--- src/rtl/xlite_regbank_pkg.sv ---
// rtl/xlite_regbank_pkg.sv - word indices and field positions for the lite event register bank
package xlite_regbank_pkg;

    localparam int IDX_ID         = 0;
    localparam int IDX_CTRL       = 1;
    localparam int IDX_PEND       = 2;
    localparam int IDX_MASK       = 3;
    localparam int IDX_COUNT_BASE = 4;

    localparam int CTRL_IRQ_EN_BIT = 0;

    // Scratch words follow directly after the per-channel counters.
    function automatic int scratch_base(input int num_ch);
        return IDX_COUNT_BASE + num_ch;
    endfunction

endpackage

--- src/rtl/xlite_event_chan.sv ---
// rtl/xlite_event_chan.sv - one event channel: rising-edge detector and saturating counter
module xlite_event_chan #(
    parameter int CNT_W = 16
) (
    input  logic             clk,
    input  logic             rst_n,
    input  logic             ev,
    input  logic             clr,
    output logic             ev_edge,
    output logic [CNT_W-1:0] count
);

    logic ev_q;

    // History resets to 0, so a source already high at reset release counts once.
    assign ev_edge = ev & ~ev_q;

    always_ff @(posedge clk or negedge rst_n) begin
        if (!rst_n) begin
            ev_q  <= 1'b0;
            count <= '0;
        end else begin
            ev_q <= ev;
            if (clr) begin
                count <= ev_edge ? CNT_W'(1) : '0;
            end else if (ev_edge && (count != {CNT_W{1'b1}})) begin
                count <= count + 1'b1;
            end
        end
    end

endmodule

--- src/rtl/xlite_event_regbank.sv ---
// rtl/xlite_event_regbank.sv - Xillybus-lite register bank with event channels and interrupt
module xlite_event_regbank
    import xlite_regbank_pkg::*;
#(
    parameter int          NUM_CH      = 4,
    parameter int          NUM_SCRATCH = 4,
    parameter int          CNT_W       = 16,
    parameter int          ADDR_W      = 6,
    parameter logic [31:0] ID_VALUE    = 32'h584C_0002
) (
    input  logic              bus_clk,
    input  logic              bus_rst_n,
    input  logic              user_wren,
    input  logic [3:0]        user_wstrb,
    input  logic              user_rden,
    input  logic [31:0]       user_addr,
    input  logic [31:0]       user_wr_data,
    output logic [31:0]       user_rd_data,
    output logic              user_irq,
    input  logic [NUM_CH-1:0] ev_in
);

    localparam int SCR_BASE = scratch_base(NUM_CH);
    localparam int SCR_N    = (NUM_SCRATCH > 0) ? NUM_SCRATCH : 1;

    logic [ADDR_W-1:0]            widx;
    logic                         wr_reg;
    logic                         irq_en;
    logic [NUM_CH-1:0]            ev_edge;
    logic [NUM_CH-1:0]            cnt_clr;
    logic [NUM_CH-1:0]            pending;
    logic [NUM_CH-1:0]            pend_clr;
    logic [NUM_CH-1:0]            mask;
    logic [NUM_CH-1:0][CNT_W-1:0] count;
    logic [31:0]                  scratch [SCR_N];
    logic [31:0]                  rd_word;
    logic                         unused_addr;

    assign widx        = user_addr[ADDR_W+1:2];
    assign unused_addr = ^{user_addr[31:ADDR_W+2], user_addr[1:0]};
    // Control-type registers ignore writes that carry no byte enables.
    assign wr_reg      = user_wren && (user_wstrb != 4'b0000);
    assign pend_clr    = (wr_reg && (widx == ADDR_W'(IDX_PEND))) ? user_wr_data[NUM_CH-1:0] : '0;

    for (genvar i = 0; i < NUM_CH; i++) begin : g_ch
        assign cnt_clr[i] = wr_reg && (widx == ADDR_W'(IDX_COUNT_BASE + i));

        xlite_event_chan #(
            .CNT_W(CNT_W)
        ) u_chan (
            .clk    (bus_clk),
            .rst_n  (bus_rst_n),
            .ev     (ev_in[i]),
            .clr    (cnt_clr[i]),
            .ev_edge(ev_edge[i]),
            .count  (count[i])
        );
    end

    always_ff @(posedge bus_clk or negedge bus_rst_n) begin
        if (!bus_rst_n) begin
            irq_en   <= 1'b0;
            mask     <= '0;
            pending  <= '0;
            user_irq <= 1'b0;
        end else begin
            if (wr_reg && (widx == ADDR_W'(IDX_CTRL))) begin
                irq_en <= user_wr_data[CTRL_IRQ_EN_BIT];
            end
            if (wr_reg && (widx == ADDR_W'(IDX_MASK))) begin
                mask <= user_wr_data[NUM_CH-1:0];
            end
            // A new edge overrides a coincident write-1-to-clear.
            pending  <= (pending & ~pend_clr) | ev_edge;
            user_irq <= irq_en & (|(pending & mask));
        end
    end

    always_ff @(posedge bus_clk or negedge bus_rst_n) begin
        if (!bus_rst_n) begin
            for (int j = 0; j < SCR_N; j++) begin
                scratch[j] <= '0;
            end
        end else begin
            for (int j = 0; j < NUM_SCRATCH; j++) begin
                if (user_wren && (widx == ADDR_W'(SCR_BASE + j))) begin
                    for (int b = 0; b < 4; b++) begin
                        if (user_wstrb[b]) begin
                            scratch[j][8*b +: 8] <= user_wr_data[8*b +: 8];
                        end
                    end
                end
            end
        end
    end

    always_comb begin
        rd_word = '0;
        if (widx == ADDR_W'(IDX_ID)) begin
            rd_word = ID_VALUE;
        end
        if (widx == ADDR_W'(IDX_CTRL)) begin
            rd_word[CTRL_IRQ_EN_BIT] = irq_en;
        end
        if (widx == ADDR_W'(IDX_PEND)) begin
            rd_word[NUM_CH-1:0] = pending;
        end
        if (widx == ADDR_W'(IDX_MASK)) begin
            rd_word[NUM_CH-1:0] = mask;
        end
        for (int i = 0; i < NUM_CH; i++) begin
            if (widx == ADDR_W'(IDX_COUNT_BASE + i)) begin
                rd_word = 32'(count[i]);
            end
        end
        for (int j = 0; j < NUM_SCRATCH; j++) begin
            if (widx == ADDR_W'(SCR_BASE + j)) begin
                rd_word = scratch[j];
            end
        end
    end

    always_ff @(posedge bus_clk or negedge bus_rst_n) begin
        if (!bus_rst_n) begin
            user_rd_data <= '0;
        end else if (user_rden) begin
            user_rd_data <= rd_word;
        end
    end

endmodule

--- config.mk ---
export PLATFORM = sky130hd
export DESIGN_NAME = xlite_event_regbank
export DESIGN_NICKNAME = d
export VERILOG_FILES = /design/src/rtl/xlite_regbank_pkg.sv /design/src/rtl/xlite_event_chan.sv /design/src/rtl/xlite_event_regbank.sv
export SDC_FILE = /design/constraint.sdc
export NUM_CORES = 1
export LEC_CHECK = 0
export ABC_AREA = 0
export CORE_ASPECT_RATIO = 1.1
export CORE_MARGIN = 10
export CORE_UTILIZATION = 50
export CTS_BUF_LIST = sky130_fd_sc_hd__clkbuf_16
export DETAILED_ROUTE_END_ITERATION = 6
export PLACE_DENSITY = 0.69
export SLEW_MARGIN = 15
export SYNTH_ARGS = -nofsm -noshare
export SYNTH_HDL_FRONTEND = slang
export SYNTH_HIERARCHICAL = 1
export SYNTH_SLANG_ARGS = --single-unit
--- constraint.sdc ---
create_clock -name bus_clk -period 3.4 [get_ports bus_clk]
set_clock_uncertainty 0.15 [all_clocks]
set_input_delay 0.68 -clock bus_clk [delete_from_list [all_inputs] [get_ports bus_clk]]
set_output_delay 0.68 -clock bus_clk [all_outputs]
set_load 0.03 [all_outputs]
==> flow_metrics.py, run 1 <==
metrics = {
    "outcome": {
        "outcome": "complete, no violations",
    },
    "synth": {
        "yosys.cell_types.count": 62,
        "syn-cell-area_um2": 12010,
        "async_reset_ff_share_pct": 100.0,
        "synth_enable_flop_cells": 0,
        "synth_fp_nets": 1078,
        "netlist.top_cell.by_area": "dfrtp_1",
        "avgSynthCellArea_um2": 12.03,
        "yosysSeqAreaShare_pct": 49.61,
        "synth_top_area_share_pct": 49.61,
        "synth_cells": 998,
        "ys_ff_latch": 238,
        "synth_warnings": 6,
        "synthFlopType": "dfrtp_1",
        "synth_area_leaders": "dfrtp_1 50%, mux2_2 13%, mux4_2 4.7%",
    },
    "timing": {
        "fin_tns_setup_ps": 0,
        "setup_viol": 0,
        "min_period_ps": 2752,
        "rsz0062_at_grt": "false",
        "finalMaxSlewViolations": 0,
        "hold_violations": 0,
        "worst_slew_pin_slew_ps": 898.4,
        "slew_headroom_pct": 39.66,
        "whs_ps": 22.56,
        "max_freq_ghz": 0.3633,
        "post-route-period-util_pct": 80.95,
    },
    "placed_design": {
        "post-dp-hpwl_um": 20760,
        "place_area_um2": 13420,
        "gp_congestion": 0.8219,
        "io_buffer_count": 82,
    },
    "clocking": {
        "numCtsBuffers": 26,
        "cts.hold.buffers_added": 0,
        "ctsResizeCount": 0,
        "cts.clk_slew.worst_paths_ps": 60,
        "post-cts-setup-buffers": 0,
        "clock_tree.root_cell": "clkbuf_16",
        "cts_tree": "yes",
        "clk_latency_ps": 540,
        "clockBufferDepth": 3,
        "cts_sinks": 238,
        "cts.htree.levels": 1,
    },
    "grt": {
        "overflow": 0,
        "gr-usage-all-layers_pct": 19.51,
        "antenna_found_initial": 0,
        "grt_max_degree": 93,
        "grt_pass1_wl_um": 49770,
        "grt_pass1_vias": 9105,
    },
    "floorplan": {
        "start_util_pct": 50.82,
        "die_h_um": 182.5,
        "io_pins": 109,
        "dieWidth_um": 167.7,
        "core_area_um2": 23620,
        "die-area_um2": 30620,
        "rows": 59,
    },
    "final_layout": {
        "antenna_cells": 0,
        "nFillCells": 1907,
        "fin_nets": 1183,
        "layout_common_cells": "238 x dfrtp_1, 138 x mux2_2, 79 x clkdlybuf4s50_1, 76 x a21oi_1, 48 x buf_4",
        "utilization_pct": 60.38,
        "drive_above_1_share_pct": 26.29,
        "final_area_um2": 14260,
        "layout-area-overhead-vs-synth_pct": 18.80,
        "layout_commonest_cell": "dfrtp_1",
    },
    "route": {
        "drc": 0,
        "drtIter0Drc": 645,
        "wl_um": 30470,
        "firstDrtPassIters": 5,
        "wirelength_met1_um": 13460,
        "dr_total_vias": 8821,
        "wl_per_cell_um": 21.36,
        "wl_met3_um": 1429,
        "vias_per_cell": 6.181,
        "met2WireLength_um": 14580,
        "highest_layer": "met4",
        "detail-route-antenna-nets": 0,
    },
    "critical_path": {
        "path_max_fanout": 7,
        "worstReg2RegStart": "g_ch[1].u_chan/count[0]",
        "worstSetupEndpointType": "register",
        "cp-start-kind": "primary input",
        "cp.required_ps": 3670,
        "cp_data_arrival_time_ps": 3020,
        "r2r_setup_slack_ps": 970,
        "rr_endpoint": "g_ch[1].u_chan/count[15]",
        "crit_type": "primary input to register",
        "startpoint": "user_addr[7]",
        "critPathCapture": "scratch[69]",
        "reg2regPathDepth": 5,
    },
    "pwr": {
        "ir_drop_uv": 378.2,
        "power.total_mw": 7.270,
        "power_density_nw_per_um2": 509.7,
        "p_leak_nw": 6.110,
    },
    "hold_path": {
        "hp-class": "primary input to async pin",
    },
    "run": {
        "drv_cap": 0,
    },
}
-- where the power goes --
group          internal [mW]  total (mW)  switching, mW
sequential              3.13        3.53          0.400
combinational          0.491       0.951          0.460
clock                   1.62        2.79           1.17
total                   5.25        7.27           2.03
-- final cells by class --
class	instances	area, um2	area share [%]
clock buffer	26	650.6	4.562
sequential	238	5956	41.76
clock inverter	21	195.2	1.369
inverter	30	112.6	0.7895
timing repair buffer	133	1251	8.773
multi-input combinational	674	5715	40.07
tap	305	381.6	2.676
-- cells in the mapped netlist, drive strengths merged (3+ instances only) --
| library cell | count |
|---|---|
| a22oi | 3 |
| buf | 25 |
| nand3 | 39 |
| inv | 30 |
| o311ai | 4 |
| o31ai | 34 |
| dfrtp | 238 |
| or3 | 9 |
| mux2i | 16 |
| nor3 | 11 |
| nand2 | 36 |
| o211ai | 4 |
| a21o | 4 |
| nor2b | 17 |
| or2 | 9 |
| nand4 | 20 |
| mux2 | 153 |
| nand2b | 6 |
| or4 | 40 |
| a22o | 16 |
| o2bb2ai | 12 |
| and3 | 5 |
| o21ai | 29 |
| a21oi | 76 |
| clkbuf | 31 |
| a31oi | 7 |
| o41ai | 8 |
| mux4 | 25 |
| ha | 4 |
| nor4 | 13 |
| a221oi | 10 |
| nor2 | 38 |
| and4 | 4 |
-- metrics by stage --
step                      cells  setup slack [ps]
after CTS                  1427             679.2
after global routing       1427             594.6
after detailed placement   1380             134.6
after global placement     1380             183.1
final                      1427             647.7
after floorplan             998             815.2
-- worst max-delay path: stages --
cell and delay [ps]:
clkdlybuf4s50_1 460, buf_4 190, nor4b_4 490, buf_4 230, nand2_1 200, nor2_2 200, buf_4 200, mux2_2 350
-- sequential cells by signal, indices dropped and copies added, names as in the netlist --
register and flops:
mask 4, scratch 128, user_irq 1, user_rd_data 32
irq_en 1, g_ch.u_chan/ev_q 4, g_ch.u_chan/count 64, pending 4
-- logic make-up (layout without fill, tap and decap cells) --
kind of cell / count (synthesis) / in the layout / synth area share, %
fa+ha+maj: 4 / 4 / 0.4169
mux: 194 / 194 / 20.38
flops: 238 / 238 / 49.61
buf+inv: 86 / 210 / 3.022
compound gates: 225 / 225 / 12.54
simple gates: 251 / 251 / 14.04
-- routing by layer --
layer,global-route usage (%),vias up
li1,-,4051
met1,26.23,4502
met2,31.40,222
met3,2.880,46
met4,7.073,0
met5,0,-
-- worst min path at each step --
| stage | start | to | slack, ps |
|---|---|---|---|
| after floorplan | bus_rst_n | g_ch[0].u_chan/count[0] | 230 |
| after global placement | scratch[121] | scratch[121] | 310 |
| after detailed placement | user_rd_data[9] | user_rd_data[9] | 330 |
| after CTS | bus_rst_n | g_ch[2].u_chan/ev_q | 50 |
| after global routing | bus_rst_n | g_ch[2].u_chan/ev_q | 70 |
| final | bus_rst_n | g_ch[0].u_chan/count[6] | 20 |
Power figures use the tool's default switching activity.
==> run 2: changes to the inputs <==
--- a/config.mk
+++ b/config.mk
@@ -11,7 +11,7 @@
 export CORE_UTILIZATION = 50
 export CTS_BUF_LIST = sky130_fd_sc_hd__clkbuf_16
 export DETAILED_ROUTE_END_ITERATION = 6
-export PLACE_DENSITY = 0.69
+export PLACE_DENSITY = 0.72
 export SLEW_MARGIN = 15
 export SYNTH_ARGS = -nofsm -noshare
 export SYNTH_HDL_FRONTEND = slang
==> constraint.sdc (replaced) <==
create_clock -name bus_clk -period 2.4 [get_ports bus_clk]
set_clock_uncertainty 0.15 [all_clocks]
set_input_delay 0.48 -clock bus_clk [delete_from_list [all_inputs] [get_ports bus_clk]]
set_output_delay 0.48 -clock bus_clk [all_outputs]
set_load 0.03 [all_outputs]
==> flow_metrics.py, run 2 (synthesized netlist as in run 1, its figures left out) <==
metrics = {
    "clocking": {
        "cts_sinks": 238,
        "cts_tree": "yes",
        "clockBufferDepth": 3,
        "clk_latency_ps": 550,
        "clock_tree.root_cell": "clkbuf_16",
        "numCtsBuffers": 27,
        "post-cts-setup-buffers": 0,
        "cts.clk_slew.worst_paths_ps": 60,
        "cts.htree.levels": 1,
    },
    "grt": {
        "grt_max_degree": 56,
        "grt_pass1_wl_um": 50670,
        "grt_pass1_vias": 9250,
        "gr-usage-all-layers_pct": 19.86,
        "grt_use_met2_pct": 33.11,
        "use_met3_pct": 2.966,
        "grt_use_met1_pct": 26.47,
        "grt-busiest-layer": "met2",
        "overflow": 0,
        "antenna_found_initial": 0,
    },
    "floorplan": {
        "io_pins": 109,
        "die-area_um2": 30620,
        "die_h_um": 182.5,
        "dieWidth_um": 167.7,
        "core_area_um2": 23620,
        "start_util_pct": 50.82,
        "rows": 59,
    },
    "critical_path": {
        "crit_chain": "clkdlybuf4s50_1 > or4b_1 > or3_1 > buf_12 > nor2_8 > mux2_2",
        "path_max_fanout": 8,
        "cp_data_arrival_time_ps": 2600,
        "cp.required_ps": 2670,
        "worstSetupEndpointType": "register",
        "cp-start-kind": "primary input",
        "slowest_stage": "or4b_1",
        "crit_path_max_incr_delay_ps": 620,
        "crit_type": "primary input to register",
    },
    "timing": {
        "worst_slew_pin_slew_ps": 675.6,
        "max_freq_ghz": 0.4285,
        "rsz0062_at_grt": "false",
        "setup_viol": 0,
        "slew_headroom_pct": 54.61,
        "finalMaxSlewViolations": 0,
        "hold_violations": 0,
        "min_period_ps": 2334,
        "post-route-period-util_pct": 97.24,
        "fin_ws_ps": 66.27,
        "whs_ps": 262.8,
    },
    "route": {
        "firstDrtPassIters": 5,
        "drc": 0,
        "dr_total_vias": 9110,
        "wl_um": 31080,
        "detail-route-antenna-nets": 0,
        "wl_per_cell_um": 20.99,
        "vias_per_cell": 6.151,
        "drtIter0Drc": 605,
    },
    "final_layout": {
        "reg_top3": "scratch: 128 flops, g_ch.u_chan/count: 64 flops, user_rd_data: 32 flops",
        "utilization_pct": 62.61,
        "layout_common_cells": "238 x dfrtp_1, 138 x mux2_2, 94 x buf_4, 79 x clkdlybuf4s50_1, 76 x a21oi_1",
        "fin_nets": 1239,
        "antenna_cells": 0,
        "layout_commonest_cell": "dfrtp_1",
        "largest_reg_flops": 128,
        "layout-area-overhead-vs-synth_pct": 23.19,
        "largest_register": "scratch",
        "drive_above_1_share_pct": 29.59,
    },
    "pwr": {
        "ir_drop_uv": 626.3,
        "power.total_mw": 10.44,
        "p_leak_nw": 6.419,
        "power_density_nw_per_um2": 705.8,
    },
    "placed_design": {
        "io_buffer_count": 82,
        "gp_congestion": 0.8507,
        "post-dp-hpwl_um": 22260,
        "place_ws_ps": -482.4,
    },
    "run": {
        "drv_cap": 0,
    },
    "hold_path": {
        "hp-class": "primary input to register",
    },
    "outcome": {
        "outcome": "complete, no violations",
    },
}
run 2: changes by cell type in the layout (fill, tap and decap cells not counted), sizes merged:
cell         delta
buf            +54
clkbuf          +1
clkinv          -4
dlygate4sd3     +1
inv             +2
run 2: timing repair:
action                    4_1_cts  5_1_grt
hold buffers                    1        0
resized for setup               0        0
hold endpoints to repair       50        0
run 2: worst paths after layout:
kind | from | endpoint | slack, ps | depth (start not counted)
hold / removal | ev_in[3] | g_ch[3].u_chan/ev_q | 260 | 1
setup reg to reg | g_ch[1].u_chan/count[0] | g_ch[1].u_chan/count[12] | 260 | 5
min in group asynchronous | bus_rst_n | scratch[89] | 320 | 2
hold reg to reg | user_rd_data[4] | user_rd_data[4] | 340 | 1
max in group asynchronous | bus_rst_n | user_rd_data[4] | 1020 | 3
setup / recovery | user_addr[7] | scratch[122] | 70 | 6
run 2: power by group:
part	leakage, nW	switching, mW	internal, mW
Sequential	3.17	0.554	4.44
Combinational	2.82	0.682	0.741
Clock	0.429	1.66	2.37
run 2: worst max-delay path: cells and delay by family:
family / cells / cell delay (ps)
buffers and inverters: 2 / 600
multiplexers: 1 / 350
AND/OR/NAND/NOR: 3 / 1180
run 2: metrics by stage:
stage | std cells | instance area [um2] | TNS, ps
after floorplan | 998 | 12010 | 0
after global placement | 1434 | 13920 | -49390
after detailed placement | 1434 | 13920 | -54040
after CTS | 1481 | 14790 | 0
after global routing | 1481 | 14790 | 0
final | 1481 | 14790 | 0
run 2: per-layer routing:
layer,vias to the layer above,part of all wire (%),wire length [um]
li1,4172,-,-
met1,4646,44,13620
met2,236,49,15270
met3,56,4.7,1466
met4,0,2.3,722
met5,-,0,0
run 2: area by class of cell:
| cell class | count | area (um2) |
|---|---|---|
| Fill cell | 1870 | 8833 |
| Multi-Input combinational cell | 674 | 5715 |
| Timing Repair Buffer | 188 | 1767 |
| Sequential cell | 238 | 5956 |
| Tap cell | 305 | 381.6 |
| Clock inverter | 19 | 181.4 |
| Clock buffer | 27 | 675.6 |
| Inverter | 30 | 112.6 |
==> run 3: changes to the inputs <==
--- a/config.mk
+++ b/config.mk
@@ -10,6 +10,7 @@
 export CORE_MARGIN = 10
 export CORE_UTILIZATION = 50
 export CTS_BUF_LIST = sky130_fd_sc_hd__clkbuf_16
+export CTS_CLUSTER_DIAMETER = 80
 export DETAILED_ROUTE_END_ITERATION = 6
 export PLACE_DENSITY = 0.72
 export SLEW_MARGIN = 15
==> results of run 3 <==
No change in the layout: final DEF, timing and power equal those of run 2.
